**src/rtl/imem_boot_loader_pkg.sv**
```systemverilog
// imem_boot_loader_pkg: boot FSM state codes, NOP word and byte-to-word index helper
package imem_boot_loader_pkg;

   typedef logic [1:0] boot_state_t;

   localparam boot_state_t S_CLEAR = 2'd0;
   localparam boot_state_t S_LOAD  = 2'd1;
   localparam boot_state_t S_HOLD  = 2'd2;
   localparam boot_state_t S_RUN   = 2'd3;

   // sll r0,r0,0: what every unwritten or out-of-range word reads as
   localparam logic [31:0] NOP_WORD = 32'h0000_0000;

   function automatic logic [63:0] word_idx(input logic [63:0] addr);
      return addr >> 2;
   endfunction

endpackage

```
**src/rtl/imem_boot_loader_ram.sv**
```systemverilog
// imem_boot_loader_ram: DEPTH x DATA_W instruction store, one sync write port, one async read port
module imem_boot_loader_ram #(
   parameter int DEPTH  = 64,
   parameter int DATA_W = 32,
   parameter int AW     = $clog2(DEPTH)
) (
   input  logic              clk,
   input  logic              we,
   input  logic [AW-1:0]     waddr,
   input  logic [DATA_W-1:0] wdata,
   input  logic [AW-1:0]     raddr,
   output logic [DATA_W-1:0] rdata
);

   logic [DATA_W-1:0] mem [DEPTH];

   always_ff @(posedge clk)
      if (we) mem[waddr] <= wdata;

   assign rdata = mem[raddr];

endmodule

```
**src/rtl/imem_boot_loader.sv**
```systemverilog
// imem_boot_loader: clears IMEM, streams a program into it, then holds the cpu in reset
// for HOLD_CYC cycles before releasing it; supports in-place reload from RUN.
module imem_boot_loader
   import imem_boot_loader_pkg::*;
#(
   parameter int DATA_W          = 32,
   parameter int ADDR_W          = 32,
   parameter int DEPTH           = 64,
   parameter int HOLD_CYC        = 4,
   parameter int CLEAR_ON_RELOAD = 1
) (
   input  logic                       clk,
   input  logic                       rst,
   input  logic                       s_valid,
   output logic                       s_ready,
   input  logic [ADDR_W-1:0]          s_addr,
   input  logic [DATA_W-1:0]          s_data,
   input  logic                       s_last,
   input  logic                       reload,
   input  logic [ADDR_W-1:0]          fetch_addr,
   output logic [DATA_W-1:0]          fetch_data,
   output logic                       cpu_rst,
   output logic                       initialize,
   output logic [$clog2(DEPTH+1)-1:0] load_count,
   output logic                       err_misalign,
   output logic                       err_range
);

   localparam int AW  = $clog2(DEPTH);
   localparam int LCW = $clog2(DEPTH+1);
   localparam int HW  = $clog2(HOLD_CYC+1);

   boot_state_t       state;
   logic [AW-1:0]     clr_idx;
   logic [HW-1:0]     hold_cnt;
   logic [63:0]       s_widx, f_widx;
   logic              accept, bad_align, bad_range, s_wr, we;
   logic [AW-1:0]     waddr, raddr;
   logic [DATA_W-1:0] wdata, rdata;

   assign s_ready    = state == S_LOAD;
   assign cpu_rst    = state != S_RUN;
   assign initialize = state != S_RUN;

   assign s_widx    = word_idx(64'(s_addr));
   assign accept    = s_valid && s_ready;
   assign bad_align = s_addr[1:0] != 2'b00;
   assign bad_range = s_widx >= 64'(DEPTH);
   assign s_wr      = accept && !bad_align && !bad_range;

   // CLEAR owns the write port; in LOAD only clean beats reach it
   assign we    = (state == S_CLEAR) || s_wr;
   assign waddr = (state == S_CLEAR) ? clr_idx : s_widx[AW-1:0];
   assign wdata = (state == S_CLEAR) ? DATA_W'(NOP_WORD) : s_data;

   assign f_widx     = word_idx(64'(fetch_addr));
   assign raddr      = f_widx[AW-1:0];
   assign fetch_data = (f_widx < 64'(DEPTH)) ? rdata : DATA_W'(NOP_WORD);

   imem_boot_loader_ram #(.DEPTH(DEPTH), .DATA_W(DATA_W), .AW(AW)) u_ram (
      .clk   (clk),
      .we    (we),
      .waddr (waddr),
      .wdata (wdata),
      .raddr (raddr),
      .rdata (rdata)
   );

   always_ff @(posedge clk) begin
      if (!rst) begin
         state        <= S_CLEAR;
         clr_idx      <= '0;
         hold_cnt     <= '0;
         load_count   <= '0;
         err_misalign <= 1'b0;
         err_range    <= 1'b0;
      end else begin
         case (state)
            S_CLEAR: begin
               clr_idx <= (clr_idx == AW'(DEPTH-1)) ? '0 : clr_idx + 1'b1;
               if (clr_idx == AW'(DEPTH-1)) state <= S_LOAD;
            end
            S_LOAD: begin
               if (s_wr && load_count != LCW'(DEPTH)) load_count <= load_count + 1'b1;
               if (accept && bad_align) err_misalign <= 1'b1;
               if (accept && bad_range) err_range <= 1'b1;
               if (accept && s_last) begin
                  state    <= S_HOLD;
                  hold_cnt <= '0;
               end
            end
            S_HOLD: begin
               if (hold_cnt == HW'(HOLD_CYC-1)) state <= S_RUN;
               else hold_cnt <= hold_cnt + 1'b1;
            end
            default: begin
               if (reload) begin
                  state        <= (CLEAR_ON_RELOAD != 0) ? S_CLEAR : S_LOAD;
                  clr_idx      <= '0;
                  load_count   <= '0;
                  err_misalign <= 1'b0;
                  err_range    <= 1'b0;
               end
            end
         endcase
      end
   end

endmodule

```
**config.mk**
```make
export PLATFORM = sky130hd
export DESIGN_NAME = imem_boot_loader
export DESIGN_NICKNAME = d
export VERILOG_FILES = /design/src/rtl/imem_boot_loader_pkg.sv /design/src/rtl/imem_boot_loader_ram.sv /design/src/rtl/imem_boot_loader.sv
export SDC_FILE = /design/constraint.sdc
export NUM_CORES = 2
export LEC_CHECK = 0
export ABC_CLOCK_PERIOD_IN_PS = 6750
export BUFFER_PORTS_ARGS = -buffer_cell sky130_fd_sc_hd__clkbuf_2
export CORE_MARGIN = 2
export CORE_UTILIZATION = 35
export DETAILED_ROUTE_END_ITERATION = 8
export HOLD_SLACK_MARGIN = 0.15
export PLACE_DENSITY = 0.59
export SLEW_MARGIN = 40
export SYNTH_ARGS = -nofsm -noshare
export SYNTH_HDL_FRONTEND = slang
export SYNTH_SLANG_ARGS = --single-unit
```
**constraint.sdc**
```tcl
create_clock -name clk -period 6.75 [get_ports clk]
set_clock_uncertainty 0.1 [all_clocks]
set_input_delay 0.675 -clock clk [delete_from_list [all_inputs] [get_ports clk]]
set_output_delay 0.675 -clock clk [all_outputs]
set_load 0.005 [all_outputs]
```
After elaboration in Yosys (flattened, before gate mapping):

Memory sizes are Yosys's and may differ from the RTL's.
Cells that the tools add are included.

* $add $sub $neg: 3
* reduce and logical (&&, ||, !) cells: 24
* muxes and demuxes: 24
* $lt $le $gt $ge: 2
* bitwise gates (word level): 2
* eq/ne operators: 13

Operator list (number)
* $mux 32: 2
* $ge 30x7->1 const B: 1
* $lt 30x7->1 const B: 1
* $mux 6: 3
* $mux 7: 2
* $pmux 7 s2: 1
* $pmux 6 s2: 1
* $reduce_and 3->1: 4
* $ne 2x1->1 const B: 5
* $mux 2: 4
* $reduce_bool 2->1: 4
* $add 7x1->7 const B: 1
* $logic_and 1x1->1: 7
* $ne 7x7->1 const B: 1
* $add 6x1->6 const B: 1
* $eq 6x6->1 const B: 1
* $mux 3: 2
* $ne 2x2->1 const B: 3
* $pmux 2 s3: 1
* $pmux 3 s2: 1
* $mux 1: 5
* $pmux 1 s2: 2
* $reduce_and 4->1: 1
* $reduce_bool 4->1: 1
* 10 further kinds: 13

* memories kept: 1
* RAM bits: 2048
* register bits: 20
* input bits: 101
* word-level logic and storage cells: 75
* output and inout port bits: 44

Memory list
* u_ram.mem: words 64, width 32, read ports 1, clocked after memory_dff 0, wr ports 1, RTL line imem_boot_loader_ram.sv:15 `logic [DATA_W-1:0] mem [DEPTH];`

Depth between registers and ports, before layout:

* word-level depth: 7
* mapped depth: 11
* mapped depth without buffers: 8

Modules after synthesis:

Synthesis repeated with hierarchy kept, for this count alone.

* cell total of the unflattened synthesis: 3524
* area, all modules: 79612.6 um^2

Modules (own cells, without submodules)
* imem_boot_loader_ram: times used 1, cells each 3292, seq. area each 61499.0 um^2, area each 77874.7 um^2
* imem_boot_loader: times used 1, cells each 232, seq. area each 400.4 um^2, area each 1737.9 um^2

Worst setup path before layout:

No wires, ideal clock.

* path kind: in2reg
* from: input port s_addr[18]
* to: memory u_ram.mem[15][0], enable pin
* stages on the path: 6
* buffers on the path: 0
* library setup time: 421 ps
* path slack: 2932 ps
* data required time: 6229 ps
* data arrival time: 3297 ps
* cell sequence: nor4_1 nand4_1 nor4_4 a22o_1 nand2_1 nor2_1

* word-level cells in the longest chain between the ends: 6

RTL lines
* start: declaration: RTL line imem_boot_loader.sv:16 `input logic [ADDR_W-1:0] s_addr,`
* $ge 30x7->1: RTL line imem_boot_loader.sv:48 `assign bad_range = s_widx >= 64'(DEPTH);`
* $logic_not 1->1: RTL line imem_boot_loader.sv:49 `assign s_wr = accept && !bad_align && !bad_range;`
* $logic_and 1x1->1: RTL line imem_boot_loader.sv:49
* $logic_or 1x1->1: RTL line imem_boot_loader.sv:52 `assign we = (state == S_CLEAR) || s_wr;`
* $mux 1: RTL line imem_boot_loader_ram.sv:18 `if (we) mem[waddr] <= wdata;`
* $mux 1 (implied by the code): RTL line imem_boot_loader_ram.sv:18
* end: declaration: RTL line imem_boot_loader_ram.sv:15

Every way passes these cells.

Final worst setup path:

* from: input port fetch_addr[2]
* to: output port fetch_data[30]

* word-level cells in the longest chain between the ends: 2
* elaborated cells between the ends (all ways): 3
* those cells by class: order compare (1); mux (1); memory (1)

RTL lines
* start: declaration: RTL line imem_boot_loader.sv:20 `input logic [ADDR_W-1:0] fetch_addr,`
* $lt 30x7->1 / $mem_v2 64x32 (equally long branches)
* $mux 32 *: RTL line imem_boot_loader.sv:58 `assign fetch_data = (f_widx < 64'(DEPTH)) ? rdata : DATA_W'(NOP_WORD);`
* end: declaration: RTL line imem_boot_loader.sv:21 `output logic [DATA_W-1:0] fetch_data,`

Every way passes the cells marked *; elsewhere a longest branch is shown, timed or not.

==> impl_metrics.csv <==
group,metric,value,unit
outcome,status,"finished clean",
pwr,leakage,30.1,nW
layout,drive_gt1_share,29.3,%
critical_path,rr_endpoint,"u_ram.mem[21][24]",
layout,register_area,61900,um2
logic_synthesis,synth_top_area_share,76.3,%
logic_synthesis,synth_top_area_cell,"edfxtp_1",
floorplanning,start_util,35.1,%
place,place_area,86600,um2
cts,cts_resized,0,
logic_synthesis,ys_ff_latch,2068,
logic_synthesis,synth_ff_type,"edfxtp_1",
cts,cts.clk_slew.worst_paths,0.06,ns
layout,multi_input_area,18100,um2
grt,grt_pass1_wl,299,mm
route,dr.first_iter.drc_count,4485,
min_path,hold_class,"input pin to flip-flop",
logic_synthesis,synth_enable_flop_cells,2048,
cts,cts_tree,"built",
timing,fmax,209,MHz
critical_path,r2r_slack,2.94,ns
place,place.gp.congestion,0.773,
route,routed_wirelength,210,mm
timing,min_period,4.78,ns
route,drc_errors,0,
timing,hold_viol,0,
cts,clockRootBuffer,"clkbuf_16",
logic_synthesis,synth_common_cells,"edfxtp_1, mux4_2, mux2i_1",
timing,rsz0062_at_grt,"false",
timing,slew_headroom,41.3,%
route,viasPerCell,5.44,
critical_path,crit_end,"fetch_data[30]",
place,dp_worst_setup_slack,1.71,ns
grt,grt_max_degree,102,
cts,post-cts-setup-buffers,0,
critical_path,path_class,"input pin to output pin",
timing,setup_slack,1.97,ns
layout,nFillCells,20138,
grt,gr-total-overflow,0,
cts,postCtsHoldBufs,5,
floorplanning,ioPinCount,145,
logic_synthesis,syn_nets,3780,
logic_synthesis,synth_cells,3670,
timing,hold_ws,0.264,ns
route,drt-wirelength-per-cell,29.0,um
floorplanning,dieArea,234000,um2
timing,finalSetupTns,0,ns
critical_path,r2r-start,"state[1]",
floorplanning,die-height,484,um
critical_path,cp.arrival,4.01,ns
timing,setup_violations,0,
cts,clk_latency,0.82,ns
critical_path,required,5.97,ns
logic_synthesis,syn_area,80600,um2
layout,design_area,93200,um2
cts,htree_levels,4,
critical_path,reg2reg_depth,9,
timing,post-route-period-util,70.9,%
cts,cts_max_path_buffers,3,
route,final_antenna_net_count,0,
route,vias,39306,
layout,area_growth,15.6,%
logic_synthesis,yosysWarnings,0,
cts,numCtsBuffers,204,
floorplanning,die_w,484,um
place,port_buffers,142,
grt,gr-usage-all-layers,17.6,%
floorplanning,core_area,229000,um2
grt,antenna_found_initial,5,
layout,nets,4135,
cts,cts_sinks,2068,
logic_synthesis,synth_area_leaders,"edfxtp_1, mux4_2, mux2i_1",
critical_path,crit_start,"fetch_addr[2]",
logic_synthesis,seq_area_frac_synth,76.8,%
logic_synthesis,ys_async_sr_fraction,0,%
timing,slew_viol_final,0,
place,hpwl,124,mm
logic_synthesis,synthMostInstantiatedCell,"edfxtp_1",
route,first_pass_iters,5,
critical_path,end_kind,"output pin",
floorplanning,rows,176,
run,drv_cap,0,
critical_path,cp_max_fo,40,
pwr,p_per_area,281,nW/um2
grt,grt_pass1_vias,39944,
logic_synthesis,synth_cell_type_count,68,
timing,max_slew.worst_pin.slew,0.879,ns
critical_path,startpoint_type,"input pin",
logic_synthesis,avgSynthCellArea,22.0,um2
layout,post-route-util,40.6,%
pwr,vdd_drop_max,0.000210,V
worst min-delay path by stage:
| stage | start | to | slack, ns | depth (start not counted) |
|---|---|---|---|---|
| 3_3_place_gp | err_range | err_range | 0.35 | 2 |
| 3_5_place_dp | err_range | err_range | 0.35 | 2 |
| 6_report | s_last | hold_cnt[2] | 0.26 | 5 |
| 5_1_grt | s_addr[21] | err_range | 0.28 | 5 |
| 4_1_cts | s_last | hold_cnt[2] | 0.21 | 5 |
| 2_1_floorplan | err_range | err_range | 0.34 | 2 |
cell families after synthesis:
logic type / synth area share, %
AOI/OAI and AO/OA: 2.49
xor gates and xnor gates: 0.0652
adders and majority gates: 0.140
buffers and inverters: 1.82
DFF: 76.8
muxes: 16.4
and+or+nand+nor: 2.34
routing by layer:
metal | up-vias | track usage [%] | routed length [um]
li1 | 16268 | - | -
met1 | 21377 | 24.7 | 89000
met2 | 1409 | 29.3 | 104000
met3 | 250 | 2.29 | 12000
met4 | 2 | 4.30 | 4490
met5 | - | 0 | 13
worst max-delay path: stages:
cell,delay [ns]
buf_8,0.26
buf_16,0.32
buf_4,0.53
mux4_2,0.58
mux4_2,0.57
a32oi_1,0.50
o21ai_1,0.30
clkbuf_2,0.19
per-stage QoR:
stage	total power, mW	instances
after global routing	26.9	7225
final	26.2	7226
after CTS	26.4	7223
after global placement	15.3	6803
after floorplan	15.0	3670
after detailed placement	15.3	6839
area by class of cell:
cell class                 instances  share of cell area, %
antenna                            2                0.00537
clock buffer                     258                   5.81
clock inverter                   121                   1.20
inverter                          19                 0.0845
multi-input combinational       1388                   19.4
sequential                      2068                   66.4
tap                             3026                   4.06
timing repair buffer             344                   3.08
report_power, final:
| part | total [mW] | switching, mW | internal [mW] | leakage (nW) |
|---|---|---|---|---|
| logic | 1.08 | 0.610 | 0.469 | 7.68 |
| clock network | 11.1 | 4.81 | 6.32 | 3.18 |
| registers | 14.0 | 0.0154 | 14.0 | 19.2 |
| total | 26.2 | 5.43 | 20.8 | 30.1 |
state kept, by name (all words and copies together) (netlist names):
| register | count |
|---|---|
| load_count | 7 |
| u_ram.mem | 2048 |
| clr_idx | 6 |
| err_misalign | 1 |
| err_range | 1 |
| hold_cnt | 3 |
| state | 2 |
cell usage in the layout (no fill, tap or decap), types with 23 or more instances in the layout:
cell and n:
buf_8 23, clkbuf_2 138, clkinv_2 40, mux4_2 467, buf_4 150, a21oi_1 41
nand2_1 87, o22ai_1 23, mux2i_1 199, edfxtp_1 2048, nor2b_4 34, clkbuf_16 209
clkbuf_1 49, nor2_4 65, o21ai_0 35, nor2_1 50, a221oi_1 42, a22oi_1 33
clkinv_1 49, nand3_1 28
Note: power is estimated with default switching activity, not from simulation.
